$ cat src/rtl/id_pipe_pkg.sv
// Shared definitions for the pipelined decode stage: index-width helpers and the
// control/PC part of the ID/EX payload.
package id_pipe_pkg;

  localparam int unsigned FieldW = 5;
  localparam int unsigned ImmW   = 16;
  localparam int unsigned PcW    = 32;

  function automatic int unsigned addr_w(input int unsigned num_regs);
    return (num_regs > 1) ? $clog2(num_regs) : 1;
  endfunction

  function automatic int unsigned link_reg(input int unsigned num_regs);
    return num_regs - 1;
  endfunction

  typedef struct packed {
    logic           reg_wr;
    logic           mem_rd;
    logic [PcW-1:0] pc;
  } id_ex_ctl_t;

endpackage

$ cat src/rtl/gpr_file_bypass.sv
// Flop-based register file, two read ports and one write port, with optional
// zero register and same-cycle write-to-read forwarding.
module gpr_file_bypass
  import id_pipe_pkg::*;
#(
  parameter int unsigned DATA_W    = 32,
  parameter int unsigned NUM_REGS  = 32,
  parameter bit          REG0_ZERO = 1'b1,
  parameter bit          BYPASS    = 1'b1,
  localparam int unsigned AW       = addr_w(NUM_REGS)
) (
  input  logic              clk,
  input  logic              reset,
  input  logic              i_we,
  input  logic [AW-1:0]     i_waddr,
  input  logic [DATA_W-1:0] i_wdata,
  input  logic [AW-1:0]     i_raddr_a,
  output logic [DATA_W-1:0] o_rdata_a,
  input  logic [AW-1:0]     i_raddr_b,
  output logic [DATA_W-1:0] o_rdata_b
);

  logic [DATA_W-1:0] r_mem [NUM_REGS];
  logic              w_wr_en;
  logic              w_zero_a, w_zero_b;
  logic              w_fwd_a, w_fwd_b;

  assign w_wr_en  = i_we && !(REG0_ZERO && (i_waddr == '0));

  assign w_zero_a = REG0_ZERO && (i_raddr_a == '0);
  assign w_zero_b = REG0_ZERO && (i_raddr_b == '0);
  assign w_fwd_a  = BYPASS && i_we && (i_waddr == i_raddr_a);
  assign w_fwd_b  = BYPASS && i_we && (i_waddr == i_raddr_b);

  // Zero forcing wins over forwarding so a write to r0 never leaks out.
  assign o_rdata_a = w_zero_a ? '0 : (w_fwd_a ? i_wdata : r_mem[i_raddr_a]);
  assign o_rdata_b = w_zero_b ? '0 : (w_fwd_b ? i_wdata : r_mem[i_raddr_b]);

  always_ff @(posedge clk or negedge reset) begin
    if (!reset) begin
      r_mem <= '{default: '0};
    end else if (w_wr_en) begin
      r_mem[i_waddr] <= i_wdata;
    end
  end

endmodule

$ cat src/rtl/id_stage_pipe.sv
// Pipelined decode stage: field extraction, GPR read with bypass, operand build,
// load-use hazard detection and a valid/ready ID/EX register.
module id_stage_pipe
  import id_pipe_pkg::*;
#(
  parameter int unsigned DATA_W      = 32,
  parameter int unsigned NUM_REGS    = 32,
  parameter bit          REG0_ZERO   = 1'b1,
  parameter bit          BYPASS      = 1'b1,
  parameter int unsigned STALL_CNT_W = 16,
  localparam int unsigned AW         = addr_w(NUM_REGS)
) (
  input  logic                   clk,
  input  logic                   reset,
  input  logic                   if_valid,
  output logic                   if_ready,
  input  logic [0:31]            if_instr,
  input  logic [0:31]            if_pc,
  input  logic                   ctl_alu_src,
  input  logic                   ctl_ext_op,
  input  logic                   ctl_imm_zero,
  input  logic                   ctl_reg_dst,
  input  logic                   ctl_link,
  input  logic                   ctl_reg_wr,
  input  logic                   ctl_mem_rd,
  input  logic                   flush,
  input  logic                   wb_we,
  input  logic [AW-1:0]          wb_addr,
  input  logic [DATA_W-1:0]      wb_data,
  output logic                   ex_valid,
  input  logic                   ex_ready,
  output logic [DATA_W-1:0]      ex_operand_a,
  output logic [DATA_W-1:0]      ex_operand_b,
  output logic [DATA_W-1:0]      ex_store_data,
  output logic [AW-1:0]          ex_dst,
  output logic                   ex_reg_wr,
  output logic                   ex_mem_rd,
  output logic [0:31]            ex_pc,
  output logic [STALL_CNT_W-1:0] stall_count
);

  typedef struct packed {
    logic [DATA_W-1:0] operand_a;
    logic [DATA_W-1:0] operand_b;
    logic [DATA_W-1:0] store_data;
    logic [AW-1:0]     dst;
    id_ex_ctl_t        ctl;
  } id_ex_t;

  localparam logic [AW-1:0] LinkDst = AW'(link_reg(NUM_REGS));

  logic [FieldW-1:0]      w_rs_f, w_rt_f, w_rd_f;
  logic [AW-1:0]          w_rs, w_rt, w_rd, w_dst;
  logic [5:0]             w_unused_opcode;
  logic [ImmW-1:0]        w_imm16;
  logic [DATA_W-1:0]      w_ext_imm;
  logic [DATA_W-1:0]      w_gpr_a, w_gpr_b;
  logic                   w_hz, w_adv, w_xfer;
  id_ex_t                 w_next;

  id_ex_t                 r_q;
  logic                   r_valid;
  logic [STALL_CNT_W-1:0] r_stall;

  // Opcode is decoded externally and arrives through the ctl_* inputs.
  assign w_unused_opcode = if_instr[0:5];

  assign w_rs_f = if_instr[6:10];
  assign w_rt_f = if_instr[11:15];
  assign w_rd_f = if_instr[16:20];
  assign w_rs   = w_rs_f[AW-1:0];
  assign w_rt   = w_rt_f[AW-1:0];
  assign w_rd   = w_rd_f[AW-1:0];

  assign w_imm16   = ctl_imm_zero ? '0 : if_instr[16:31];
  assign w_ext_imm = ctl_ext_op ? DATA_W'($signed(w_imm16)) : DATA_W'(w_imm16);
  assign w_dst     = ctl_link ? LinkDst : (ctl_reg_dst ? w_rd : w_rt);

  gpr_file_bypass #(
    .DATA_W    (DATA_W),
    .NUM_REGS  (NUM_REGS),
    .REG0_ZERO (REG0_ZERO),
    .BYPASS    (BYPASS)
  ) u_gpr (
    .clk       (clk),
    .reset     (reset),
    .i_we      (wb_we),
    .i_waddr   (wb_addr),
    .i_wdata   (wb_data),
    .i_raddr_a (w_rs),
    .o_rdata_a (w_gpr_a),
    .i_raddr_b (w_rt),
    .o_rdata_b (w_gpr_b)
  );

  // A load in EX whose result the ID instruction needs costs one bubble.
  assign w_hz = r_valid && r_q.ctl.mem_rd && r_q.ctl.reg_wr &&
                ((r_q.dst != '0) || !REG0_ZERO) &&
                ((r_q.dst == w_rs) || ((r_q.dst == w_rt) && !ctl_alu_src)) && if_valid;

  assign w_adv    = ex_ready || !r_valid;
  assign if_ready = flush || (w_adv && !w_hz);
  assign w_xfer   = if_valid && if_ready && !flush;

  always_comb begin
    w_next            = '0;
    w_next.operand_a  = w_gpr_a;
    w_next.operand_b  = ctl_alu_src ? w_ext_imm : w_gpr_b;
    w_next.store_data = w_gpr_b;
    w_next.dst        = w_dst;
    w_next.ctl.reg_wr = ctl_reg_wr;
    w_next.ctl.mem_rd = ctl_mem_rd;
    w_next.ctl.pc     = if_pc;
  end

  always_ff @(posedge clk or negedge reset) begin
    if (!reset) begin
      r_valid <= 1'b0;
      r_q     <= '0;
      r_stall <= '0;
    end else begin
      if (flush) begin
        r_valid <= 1'b0;
      end else if (w_adv) begin
        r_valid <= w_xfer;
        if (w_xfer) begin
          r_q <= w_next;
        end
      end
      if (w_hz && w_adv && !flush && (r_stall != {STALL_CNT_W{1'b1}})) begin
        r_stall <= r_stall + 1'b1;
      end
    end
  end

  assign ex_valid      = r_valid;
  assign ex_operand_a  = r_q.operand_a;
  assign ex_operand_b  = r_q.operand_b;
  assign ex_store_data = r_q.store_data;
  assign ex_dst        = r_q.dst;
  assign ex_reg_wr     = r_q.ctl.reg_wr;
  assign ex_mem_rd     = r_q.ctl.mem_rd;
  assign ex_pc         = r_q.ctl.pc;
  assign stall_count   = r_stall;

endmodule

$ cat config.mk
export PLATFORM = sky130hd
export DESIGN_NAME = id_stage_pipe
export DESIGN_NICKNAME = d
export VERILOG_FILES = /design/src/rtl/id_pipe_pkg.sv /design/src/rtl/gpr_file_bypass.sv /design/src/rtl/id_stage_pipe.sv
export SDC_FILE = /design/constraint.sdc
export NUM_CORES = 2
export LEC_CHECK = 0
export CAP_MARGIN = 20
export CORE_MARGIN = 2
export CORE_UTILIZATION = 50
export DETAILED_ROUTE_END_ITERATION = 7
export GPL_ROUTABILITY_DRIVEN = 0
export PLACE_DENSITY = 0.7
export SLEW_MARGIN = 0
export SYNTH_ARGS = -nofsm -noshare
export SYNTH_HDL_FRONTEND = slang
export SYNTH_SLANG_ARGS = --single-unit
$ cat constraint.sdc
create_clock -name clk -period 2.65 [get_ports clk]
set_clock_uncertainty 0.2 [all_clocks]
set_input_delay 0.3975 -clock clk [delete_from_list [all_inputs] [get_ports clk]]
set_output_delay 0.3975 -clock clk [all_outputs]
set_load 0.01 [all_outputs]
* After elaboration in Yosys (flattened, before gate mapping)
Cells that the tools add are included.
** Cells by class
- Div/mod/pow operators :: 0
- Reduce and logical (&&, ||, !) cells :: 30
- Muxes and demuxes :: 20
- Bitwise logic cells :: 4
- Shift-type cells :: 0
- Eq/ne operators :: 5
- Order comparisons :: 4
- $add $sub $neg :: 1
- $mul :: 0
** Operators with widths (count)
- bitwise mux 1024 bit :: 1
- two-way mux 32 bit :: 11
- binary-select mux 32 bit (select 5 bit) :: 2
- demux 32 bit (select 5 bit) :: 1
- == test 5 bit :: 4
- greater-or-equal comparator 6 bit, second input constant :: 3
- NOT 5 -> 6 bit :: 3
- adder 16 x 1 -> 16 bit, second input constant :: 1
- logical AND 1 bit :: 16
- two-way mux 16 bit :: 1
- != test 16 bit, second input constant :: 1
- zero test 5 bit :: 3
- two-way mux 5 bit :: 2
- less-than comparator 6 x 1 -> 1 bit, second input constant :: 1
- zero test 1 bit :: 5
- nonzero test 5 bit :: 1
- logical OR 1 bit :: 3
- AND reduction 3 bit :: 1
- two-way mux 1 bit :: 2
- nonzero test 2 bit :: 1
- NOT 1 bit :: 1
** Storage, ports and cells
- Output and inout bits :: 153
- Flip-flop bits (word level) :: 1176
- Logic and storage cells :: 105
- Bits in latches :: 0
- Memories :: 0
- ROM bits :: 0
- Bits in writable memories :: 0
- Bits of input ports :: 114

* Depth between registers and ports, before layout
- Word-level depth :: 12
- Mapped depth :: 11
- Depth with buffers taken out :: 7

* Hierarchy
A second synthesis with hierarchy kept.
** Unflattened totals
- Cells, all modules :: 4312
- Area, all modules :: 61748.0 um^2
** Modules (own cells, without submodules)
- gpr_file_bypass :: seq. area each 25624.6 um^2, times used 1, area an instance 55032.8 um^2, cells an instance 3816
- id_stage_pipe :: seq. area each 3803.6 um^2, times used 1, area an instance 6715.2 um^2, cells an instance 496

* Least setup slack after synthesis
No wires, ideal clock.
- Path type :: input to register
- Start :: input port if_instr[10] in the netlist's numbering
- End :: register r_q, in the netlist ex_operand_a[22]
- Library setup time :: 0.133 ns
- Data arrival time :: 2.475 ns
- Stages on the path :: 7
- Setup slack :: -0.158 ns
- Data required time :: 2.317 ns
- Buffers on the path :: 3
- Path through :: buf_2 -> buf_4 -> buf_1 -> mux4_2 -> mux4_2 -> mux2i_1 -> o21ai_0
** Between the ends
- Longest elaborated chain between the ends :: 10
- Elaborated cells between the ends (all ways) :: 19
- Those cells by class :: 2 x eq/ne; 5 x mux; 1 x bitwise; 11 x reduce/logical
** Ends and longest elaborated chain
- from (decl) :: RTL line id_stage_pipe.sv:17 : input logic [0:31] if_instr,
- parallel branches: the longest is 10 deep, another holds binary-select mux 32 bit (select 5 bit)
- to (signal assigned) :: RTL line id_stage_pipe.sv:127 : r_q <= w_next;
- to (decl) :: RTL line id_stage_pipe.sv:61 : id_ex_t r_q;
Several ways; the timed one is not identified. The select of a mux whose other input is x is not followed.
A chain may end at the register's enable or synchronous reset.

* Final worst setup path
- Start :: register r_q, in the netlist ex_dst[3]
- End :: output port if_ready
** Between the ends
- Longest elaborated chain between the ends :: 8
- Elaborated cells between the ends (all ways) :: 11
- Those cells by class :: 2 x eq/ne; 9 x reduce/logical
** Ends and longest elaborated chain
- == test 5 bit :: RTL line id_stage_pipe.sv:99 : ((r_q.dst == w_rs) || ((r_q.dst == w_rt) && !ctl_alu_src)) && if_valid;
- logical AND 1 bit :: RTL line id_stage_pipe.sv:99
- logical OR 1 bit :: RTL line id_stage_pipe.sv:99
- logical AND 1 bit (*) :: RTL line id_stage_pipe.sv:98 : ((r_q.dst != '0) || !REG0_ZERO) &&
- logical AND 1 bit (*) :: RTL line id_stage_pipe.sv:99
- zero test 1 bit (*) :: RTL line id_stage_pipe.sv:102 : assign if_ready = flush || (w_adv && !w_hz);
- logical AND 1 bit (*) :: RTL line id_stage_pipe.sv:102
- logical OR 1 bit (*) :: RTL line id_stage_pipe.sv:102
- to (decl) :: RTL line id_stage_pipe.sv:16 : output logic if_ready,
Every way passes the cells marked *; elsewhere a longest branch is shown, timed or not.

==> summary.md <==
| Metric | Value |
|---|---|
| DRT antenna net count | 0 |
| PwrDens | 736 mW/mm^2 |
| Top cell type's share of synthesized area | 0.489 |
| Via count | between 40k and 50k |
| Slew headroom | 0.261 |
| CP bufs+invs | 2 |
| Share of layout cells above drive strength 1 | 0.539 |
| CP peak stage delay | 410 ps |
| Width of the die | 351 um |
| Die ar. | around 0.12 mm^2 |
| Largest net degree at the start of global routing | 103 |
| Area contributors post-synth | dfrtp_1, mux4_2, mux2_2, clkbuf_1, mux2i_1 |
| Hold Path Depth | 2 |
| Unrepaired setup endpoints after global routing | true |
| Total stage count of the critical path | 7 |
| Failing checks | negative setup slack |
| Cells after DPL | between 5k and 6k |
| Most frequent cells in the layout | dfrtp_1, mux2_2, mux4_2 |
| Avg Cell Area, Syn | 15.3 um^2 |
| Startpoint types | flip-flop |
| Worst hold path class | input port to flip-flop |
| Clock buffer depth | 3 |
| Vias per cell | between 6 and 7 |
| Die H | roughly 350 um |
| Netlist cell types | between 60 and 70 |
| Core area | 0.120 mm^2 |
| CP top delay family | compound AO/OA/AOI/OAI gates |
| Internal Power | 39.8 mW |
| Setup_tns | -3860 ps |
| Post-Route WL | between 150,000 and 200,000 um |
| Clk pin slew, worst setup/hold paths | around 60 ps |
| # port buffers | 260 |
| Mean routed wirelength per cell | approximately 31 um |
| Nets | 4,510 |
| Sw Share | 0.270 |
| CP Max Fanout | 2 |
| N_diodes | 0 |
| Final Cycle Share | 1.09 |
| Final Cell Area | between 0.07 and 0.08 mm^2 |
| Mapped Area | roughly 0.060 mm^2 |
| Sw power | roughly 15 mW |
| Critical Path AT | around 2300 ps |
| Yosys warns | 0 |
| Post-route insts no fill | 6,113 |
| Detailed router's first-iteration violation count | about 4.6k |
| Peak supply drop | ~0.00062 V |
| CP max stage cell | dfrtp_1 |
| Leading area contributor after synthesis | dfrtp_1 |
| Global-route wire length before repair | 283,000 um |
| Initial core utilization | 0.503 |
| Clock sink count | between 1k and 1.5k |
| Dpl cell area | 0.0690 mm^2 |
| Worst Setup End Kind | output port |
| Synthesized flop and latch total | 1,176 |
| WS Path Type | flip-flop to output port |
| Final WS setup | -236 ps |
| Worst skew pair latency | around 730 ps |
| Most common flop cell mapped by yosys | dfrtp_1 |
| Io pins | around 270 |
| Number of CTS-inserted buffers | 121 |
| Async set or reset register ratio after synthesis | 1.00 |
| Congestion Overflow GR | 0 |
| Fill cells | 8,718 |
| Total nets after synthesis | between 4k and 5k |
| Register area share after synthesis | 0.489 |
| Final-report setup violation count | 53 |
| Max Clk Rate | about 350 MHz |
| Commonest non-fill, non-tap cell in the layout | dfrtp_1 |
| Root Driver | clkbuf_16 |
| Worst path cell trace | xnor2_1, nand4_1, buf_4, o32ai_4, nand2_2, a21o_1, buf_2 |
| H-tree depth | 3 |
| Period minus WS final | a little under 3000 ps |
| Status | complete, but fails checks |
| MaxCap Viol Count | 0 |
| Row cnt | between 100 and 150 |
| Clock share of power | 0.343 |
| Worst-Margin Slew | around 1100 ps |
| Post-Syn Instances | 3,928 |
| Router iterations before antenna repair | 6 |
| Required @ worst endpoint | about 2000 ps |
| Slew Viols, Final | 0 |
| Final hold vios | 0 |
| Sequential share of power | 0.440 |
| Logic pwr share | 0.217 |
| Worst Hold Slack | about 80 ps |
| Area delta synth->final | 23.1% |
| FF-to-FF path depth | 14 |
| DP HPWL | 128,000 um |
| EDFF count, synth | 0 |
| CTS tree | built |
| Total GRT Usage | 0.313 |
| Leakage | between 30 and 40 nW |
| Initial antenna violation count | 4 |
| Vias in the first global route | ~41k |
| DRC violations left | 0 |
[repair_timing]
action | in CTS | in global routing
endpoints found under the hold margin | 684 | 0
gates resized for setup | 50 | 66
hold buffers | 2 | 0
setup buffers | 12 | 15
endpoints found under the setup margin | 2 | 105
gates cloned | 2 | 5
pin swaps | 14 | 39
[flip-flops by register name, indices dropped and copies added, names as in the netlist]
signal	count
ex_dst	5
ex_mem_rd	1
ex_operand_a	32
ex_operand_b	32
ex_pc	32
ex_reg_wr	1
ex_store_data	32
ex_valid	1
stall_count	16
u_gpr.r_mem	1024
[area by class of cell]
class                   instances  area [um^2]  area share
clock buffers                 171         3540      0.0478
clock inverters                58          847      0.0114
inverters                      21         78.8     0.00106
multi-input cells            2301        29500       0.398
flip-flops and latches       1176        29400       0.397
well taps                    1612         2020      0.0272
repair buffers                774         8690       0.117
[final timing paths]
check / to / slack (ps) / from
max: if_ready / -240 / ex_dst[3]
min: ex_pc[4] / 80 / if_pc[4]
max reg2reg: ex_operand_a[2] / -110 / ex_dst[3]
min reg2reg: u_gpr.r_mem[1009] / 190 / u_gpr.r_mem[1009]
max in group asynchronous: u_gpr.r_mem[515] / 560 / reset
min in group asynchronous: u_gpr.r_mem[882] / 200 / reset
[metal layers]
metal	up-vias	routed length [um]	GRT usage
li1	16200	-	-
met1	21900	79100	0.450
met2	2209	86900	0.472
met3	409	19300	0.0721
met4	4	7250	0.108
met5	-	22	0
[stage by stage]
step | power (mW) | utilization | setup WS [ps]
after floorplan | 30.8 | - | 24.5
after global placement | 35.3 | 0.577 | -771
after detailed placement | 35.7 | 0.577 | -740
after CTS | 54.5 | 0.615 | -207
after global routing | 56.6 | 0.619 | -316
final | 54.5 | 0.619 | -236
[power by group through the flow]
stage	Clock, mW	Sequential [mW]	Combinational, mW
floorplan	0	23.4	7.44
global placement	0	24.0	11.3
detailed placement	0	24.1	11.6
CTS	18.9	23.9	11.7
global route	19.7	24.3	12.5
finish	18.7	24.0	11.8
[Yosys cell counts, drive strengths merged, types with 15 or more instances]
master,number
nand2,133
nor4,36
dfrtp,1176
mux2i,81
xnor2,15
mux4,560
inv,21
mux2,1033
nor2b,18
nand3,18
o21ai,42
o22ai,105
xor2,19
a221o,16
buf,175
nor2,31
clkbuf,255
a22oi,65
[kinds of logic (layout without fill, tap and decap cells)]
logic type / count (synthesis) / after routing / synth area share
muxes: 1674 / 1674 / 0.416
DFF: 1176 / 1176 / 0.489
buffers and inverters: 451 / 1024 / 0.0299
and+or+nand+nor: 301 / 301 / 0.0254
AOI/OAI and AO/OA: 291 / 291 / 0.0342
xor gates and xnor gates: 34 / 34 / 0.00495
adders and majority gates: 1 / 1 / 0.000208
Note: power is estimated with default switching activity, not from simulation.
